--- src/rtl/hiscore_table.sv ---
// Per-user high-score table: single-port RAM holding each player's best score,
// a register mirror exported to the display, and a leaderboard tracker.
module hiscore_table #(
    parameter int          NUM_USERS    = 6,
    parameter int          SCORE_W      = 8,
    parameter int          ID_W         = 3,
    parameter logic [3:0]  COMMIT_STATE = 4'b0100
) (
    input  logic                           clk,
    input  logic                           rst,
    input  logic [SCORE_W-1:0]             score,
    input  logic [3:0]                     gameState,
    input  logic                           scoreReset,
    input  logic [ID_W-1:0]                user_ID,
    output logic [NUM_USERS*SCORE_W-1:0]   scores_flat,
    output logic [SCORE_W-1:0]             best_score,
    output logic [ID_W-1:0]                best_user,
    output logic                           new_record,
    output logic                           bad_id,
    output logic                           busy
);

    typedef enum logic [2:0] {
        ST_INIT   = 3'd0,
        ST_IDLE   = 3'd1,
        ST_RD     = 3'd2,
        ST_CMP    = 3'd3,
        ST_CLR    = 3'd4,
        ST_RESCAN = 3'd5
    } state_t;

    localparam int              IDW1    = ID_W + 1;
    localparam logic [ID_W:0]   NUM_U   = IDW1'(NUM_USERS);
    localparam logic [ID_W-1:0] LAST_ID = ID_W'(NUM_USERS - 1);

    state_t               state_r, next_state_s;
    logic                 prev_commit_r, prev_clr_r;
    logic                 commit_edge_s, clear_edge_s, id_ok_s;
    logic [ID_W-1:0]      cnt_r;
    logic [SCORE_W-1:0]   lat_score_r;
    logic [ID_W-1:0]      lat_id_r;
    logic [SCORE_W-1:0]   mem_r [NUM_USERS];
    logic [SCORE_W-1:0]   rdata_r;
    logic                 mem_we_s;
    logic [ID_W-1:0]      mem_addr_s;
    logic [SCORE_W-1:0]   mem_wdata_s;
    logic [SCORE_W-1:0]   mirror_r [NUM_USERS];
    logic [SCORE_W-1:0]   run_max_r;
    logic [ID_W-1:0]      run_user_r;
    logic [SCORE_W-1:0]   cur_entry_s;
    logic                 better_s, scan_gt_s;
    logic [SCORE_W-1:0]   best_score_r;
    logic [ID_W-1:0]      best_user_r;
    logic                 new_record_r, bad_id_r, busy_r;

    assign commit_edge_s = (gameState == COMMIT_STATE) && !prev_commit_r;
    assign clear_edge_s  = scoreReset && !prev_clr_r;
    assign id_ok_s       = ({1'b0, user_ID} < NUM_U);
    assign better_s      = (lat_score_r > rdata_r);
    assign cur_entry_s   = mirror_r[cnt_r];
    assign scan_gt_s     = (cur_entry_s > run_max_r);

    for (genvar k = 0; k < NUM_USERS; k++) begin : g_flat
        assign scores_flat[k*SCORE_W +: SCORE_W] = mirror_r[k];
    end

    assign best_score = best_score_r;
    assign best_user  = best_user_r;
    assign new_record = new_record_r;
    assign bad_id     = bad_id_r;
    assign busy       = busy_r;

    // Next-state logic; a clear edge outranks a simultaneous commit edge
    always_comb begin
        next_state_s = state_r;
        case (state_r)
            ST_INIT: begin
                if (cnt_r == LAST_ID) next_state_s = ST_IDLE;
                else                  next_state_s = ST_INIT;
            end
            ST_IDLE: begin
                if (clear_edge_s) begin
                    if (id_ok_s) next_state_s = ST_CLR;
                    else         next_state_s = ST_IDLE;
                end else if (commit_edge_s) begin
                    if (id_ok_s) next_state_s = ST_RD;
                    else         next_state_s = ST_IDLE;
                end else begin
                    next_state_s = ST_IDLE;
                end
            end
            ST_RD:  next_state_s = ST_CMP;
            ST_CMP: next_state_s = ST_IDLE;
            ST_CLR: begin
                if (lat_id_r == best_user_r) next_state_s = ST_RESCAN;
                else                         next_state_s = ST_IDLE;
            end
            ST_RESCAN: begin
                if (cnt_r == LAST_ID) next_state_s = ST_IDLE;
                else                  next_state_s = ST_RESCAN;
            end
            default: next_state_s = ST_INIT;
        endcase
    end

    // RAM port control: address, write enable and write data per state
    always_comb begin
        mem_we_s    = 1'b0;
        mem_addr_s  = lat_id_r;
        mem_wdata_s = {SCORE_W{1'b0}};
        case (state_r)
            ST_INIT: begin
                mem_we_s   = 1'b1;
                mem_addr_s = cnt_r;
            end
            ST_CMP: begin
                mem_we_s    = better_s;
                mem_wdata_s = lat_score_r;
            end
            ST_CLR:  mem_we_s = 1'b1;
            default: mem_we_s = 1'b0;
        endcase
    end

    // Single-port synchronous RAM; writes are suppressed in a reset cycle
    always_ff @(posedge clk) begin
        if (mem_we_s && !rst) begin
            mem_r[mem_addr_s] <= mem_wdata_s;
        end
        rdata_r <= mem_r[mem_addr_s];
    end

    // Control state, mirror, leaderboard and output pulse registers
    always_ff @(posedge clk) begin
        if (rst) begin
            state_r       <= ST_INIT;
            cnt_r         <= {ID_W{1'b0}};
            prev_commit_r <= 1'b0;
            prev_clr_r    <= 1'b0;
            lat_score_r   <= {SCORE_W{1'b0}};
            lat_id_r      <= {ID_W{1'b0}};
            run_max_r     <= {SCORE_W{1'b0}};
            run_user_r    <= {ID_W{1'b0}};
            best_score_r  <= {SCORE_W{1'b0}};
            best_user_r   <= {ID_W{1'b0}};
            new_record_r  <= 1'b0;
            bad_id_r      <= 1'b0;
            busy_r        <= 1'b1;
            for (int k = 0; k < NUM_USERS; k++) mirror_r[k] <= {SCORE_W{1'b0}};
        end else begin
            state_r       <= next_state_s;
            prev_commit_r <= (gameState == COMMIT_STATE);
            prev_clr_r    <= scoreReset;
            new_record_r  <= 1'b0;
            bad_id_r      <= 1'b0;
            busy_r        <= (next_state_s != ST_IDLE);
            case (state_r)
                ST_INIT: begin
                    if (cnt_r == LAST_ID) cnt_r <= {ID_W{1'b0}};
                    else                  cnt_r <= cnt_r + ID_W'(1);
                end
                ST_IDLE: begin
                    if (clear_edge_s) begin
                        lat_id_r <= user_ID;
                        bad_id_r <= !id_ok_s;
                    end else if (commit_edge_s) begin
                        lat_id_r    <= user_ID;
                        lat_score_r <= score;
                        bad_id_r    <= !id_ok_s;
                    end
                end
                ST_CMP: begin
                    if (better_s) begin
                        mirror_r[lat_id_r] <= lat_score_r;
                        new_record_r       <= 1'b1;
                        if (lat_score_r > best_score_r) begin
                            best_score_r <= lat_score_r;
                            best_user_r  <= lat_id_r;
                        end
                    end
                end
                ST_CLR: begin
                    mirror_r[lat_id_r] <= {SCORE_W{1'b0}};
                    cnt_r              <= {ID_W{1'b0}};
                    run_max_r          <= {SCORE_W{1'b0}};
                    run_user_r         <= {ID_W{1'b0}};
                end
                ST_RESCAN: begin
                    // Strictly-greater update keeps the lowest index on ties
                    if (scan_gt_s) begin
                        run_max_r  <= cur_entry_s;
                        run_user_r <= cnt_r;
                    end
                    if (cnt_r == LAST_ID) begin
                        cnt_r        <= {ID_W{1'b0}};
                        best_score_r <= scan_gt_s ? cur_entry_s : run_max_r;
                        best_user_r  <= scan_gt_s ? cnt_r : run_user_r;
                    end else begin
                        cnt_r <= cnt_r + ID_W'(1);
                    end
                end
                default: ;
            endcase
        end
    end

endmodule

--- config.mk ---
export PLATFORM = sky130hd
export DESIGN_NAME = hiscore_table
export DESIGN_NICKNAME = d
export VERILOG_FILES = /design/src/rtl/hiscore_table.sv
export SDC_FILE = /design/constraint.sdc
export NUM_CORES = 1
export LEC_CHECK = 0
export ABC_CLOCK_PERIOD_IN_PS = 3600
export CORE_MARGIN = 1
export CORE_UTILIZATION = 50
export CTS_CLUSTER_SIZE = 16
export DETAILED_ROUTE_END_ITERATION = 6
export MAX_ROUTING_LAYER = met4
export PLACE_DENSITY_LB_ADDON = 0.15
export REMOVE_ABC_BUFFERS = 1
export SYNTH_ARGS = -nofsm -noshare
export SYNTH_HDL_FRONTEND = slang
export SYNTH_SLANG_ARGS = --single-unit
--- constraint.sdc ---
create_clock -name clk -period 3.6 [get_ports clk]
set_clock_uncertainty 0.15 [all_clocks]
set_input_delay 0.72 -clock clk [delete_from_list [all_inputs] [get_ports clk]]
set_output_delay 0.72 -clock clk [all_outputs]
set_load 0.01 [all_outputs]
==> impl_metrics.py <==
metrics = {
    "route": {
        "drt_iter0_drc": 510,
        "antenna_left": 0,
        "first_pass_iters": 6,
        "via_per_inst": 5.94,
        "vias": 5373,
        "wl_per_cell_um": 21.0,
        "drt-total-wl_mm": 19.0,
        "drc": 0,
    },
    "setup_path": {
        "worstPathArrival_ps": 3660,
        "worstPathMaxFanout": 15,
        "required_ps": 3780,
        "critPathLaunchType": "flip-flop",
        "reg2reg_slack_ps": 120,
        "endpoint_kind": "flip-flop",
        "worstReg2RegEnd": "best_score[5]",
        "worst-r2r-cell-count": 11,
        "critPathKind": "flip-flop to flip-flop",
    },
    "synth": {
        "synth_top_cell_by_area": "edfxtp_1",
        "yosysTopAreaCellShare": 0.438,
        "synth_edf_count": 112,
        "avgSynthCellArea_um2": 12.9,
        "ys_seq_area_frac": 0.581,
        "netlist_top_cells_area": "edfxtp_1 44%, dfxtp_1 14%, and2_1 4.6%",
        "yosysWarnings": 0,
        "synth_ff_type": "edfxtp_1",
        "synthesis.area_um2": 7680,
        "postSynthCellCount": 596,
        "ys_seq_elements": 167,
        "yosys.cell_types.count": 61,
        "async_flop_share": 0,
    },
    "floorplanning": {
        "start_util": 0.520,
        "io_pins": 80,
        "die_w_um": 126,
        "rows": 44,
        "coreArea_um2": 14800,
        "die_h_um": 126,
        "fp.dieArea_um2": 15900,
    },
    "clock_network": {
        "clk_pin_slew_worst_paths_ps": 60,
        "insertion_delay_ps": 430,
        "postCtsHoldBufs": 0,
        "numCtsBuffers": 17,
        "clkSinkCount": 167,
        "clockBufferDepth": 2,
        "htreeDepth": 4,
        "cts_root_buf": "clkbuf_16",
        "cts_tree": "yes",
    },
    "sta": {
        "setup_slack_ps": 117,
        "finalSetupViolations": 0,
        "final.period_utilization": 0.967,
        "fmax_mhz": 287,
        "slew_violations": 0,
        "min_period_ps": 3480,
        "hold_viol": 0,
        "max-slew-margin-rel": 0.198,
        "worst_slew_pin_slew_ps": 1190,
    },
    "power": {
        "power.total_mw": 4.63,
        "vdd_drop_max_mv": 0.361,
        "powerDensity_nw_per_um2": 485,
        "cellLeakagePower_nw": 3.40,
    },
    "cells_and_area": {
        "fill_cells": 1094,
        "syn2layout_area_growth_pct": 24.3,
        "stdcell_area_um2": 9550,
        "multi_input_area_um2": 2990,
        "regArea_um2": 4460,
        "drive_above_1_share": 0.162,
        "diodes": 0,
        "num-nets-final": 750,
    },
    "grt": {
        "grt_first_pass_wirelength_mm": 29.4,
        "grt_pass1_vias": 5203,
        "grt_max_degree": 45,
        "grt_overflow_total": 0,
        "grt_use_total": 0.256,
        "grt_antenna_before_repair": 0,
    },
    "placement": {
        "gp_congestion": 0.914,
        "post-dp-hpwl_mm": 13.1,
        "io_buffers": 79,
        "place_ws_ps": 103,
        "placed_area_um2": 8830,
    },
    "worst_hold_path": {
        "hp-class": "flip-flop to flip-flop",
        "holdPathStages": 2,
        "min_to": "run_user_r[1]",
        "min_from": "run_user_r[1]",
    },
    "flow_run": {
        "cap_violations": 0,
    },
    "run_status": {
        "status": "finished clean",
    },
}
sequential cells by signal, summed over array words and instances (netlist names), 8 cells and up, named ones only:
register / cells
mem_r: 48
run_max_r: 8
mirror_r: 64
best_score: 8
lat_score_r: 8
rdata_r: 8
stage by stage:
step           utilization  setup TNS [ps]  hold slack [ps]  instances
3_5_place_dp         0.598               0              303        865
6_report             0.647               0              316        905
2_1_floorplan            -           -6790              276        565
3_3_place_gp         0.598               0              287        865
5_1_grt              0.647           -19.8              330        905
4_1_cts              0.641               0              312        897
critical path, stage by stage, from the launching register on:
cell	delay [ps]
dfxtp_1	360
buf_12	170
mux4_1	590
mux2_2	340
ha_1	290
o21ai_0	240
nor2_2	130
nor4bb_4	330
buf_4	200
o31a_1	150
o21ai_0	110
a311oi_1	320
worst max path at each step:
stage	startpoint	to	slack, ps	depth (start not counted)
after floorplan	flip-flop	best_score[0]	-410	9
after global placement	flip-flop	best_score[3]	270	11
after detailed placement	flip-flop	best_score[5]	100	11
after CTS	flip-flop	best_score[5]	40	11
after global routing	flip-flop	best_score[5]	-20	12
final	flip-flop	best_score[5]	120	11
area by class of cell:
class,instances,share of cell area
clock buffers,17,0.0446
well taps,184,0.0241
inverters,28,0.0110
multi-input cells,370,0.313
clock inverters,15,0.0210
flip-flops and latches,167,0.468
repair buffers,124,0.119
kinds of logic after synthesis:
family / share of synthesized area
and+or+nand+nor: 0.140
DFF: 0.581
AOI/OAI and AO/OA: 0.0872
buffers and inverters: 0.0349
muxes: 0.114
adders and majority gates: 0.0391
xor gates and xnor gates: 0.00342
cell usage after synthesis (7+ instances only):
cell      number
o21ai_0       27
nor3_1         9
mux2_2         8
nand3_1        7
buf_2          9
dfxtp_1       55
ha_1          24
o31a_1        10
edfxtp_1     112
a21oi_1       30
nand2_1       35
mux4_1        11
and2_1        57
clkbuf_1      16
nor4_1         7
inv_1         28
mux2i_1       19
mux4_2        13
nor2_1        28
a311oi_1       8
cells in the final DEF, fill, tap and decap left out, drive strengths merged, types with 4 or more instances in the layout:
cell type and n:
clkdlybuf4s50 78, clkbuf 18, buf 45, ha 24
nor2 29, nand2b 5, and2 57, inv 31
o31a 10, o21ai 31, nor4b 4, a211oi 4
a21oi 31, nor3 11, mux4 24, mux2 8
clkinv 5, a311oi 8, nor4 9, nand3b 4
dfxtp 55, edfxtp 112, bufinv 4, nand2 35
nor2b 5, nand4 5, mux2i 20, nand3 7
where the power goes:
part / leakage (nW) / internal, mW / switching [mW] / total [mW]
clock network: 0.298 / 1.16 / 0.783 / 1.95
logic: 1.59 / 0.257 / 0.283 / 0.540
registers: 1.51 / 2.11 / 0.0403 / 2.15
total: 3.40 / 3.53 / 1.11 / 4.63
per-layer routing:
metal | share of wire | track usage
met5 | 0 | -
met4 | 0.021 | 0.0943
met2 | 0.48 | 0.394
met1 | 0.44 | 0.341
met3 | 0.060 | 0.0455
what timing repair did:
action / CTS / global route
setup buffers: 0 / 6
gates resized for setup: 0 / 8
setup endpoints to repair: 0 / 15
Note: power is estimated with default switching activity, not from simulation.
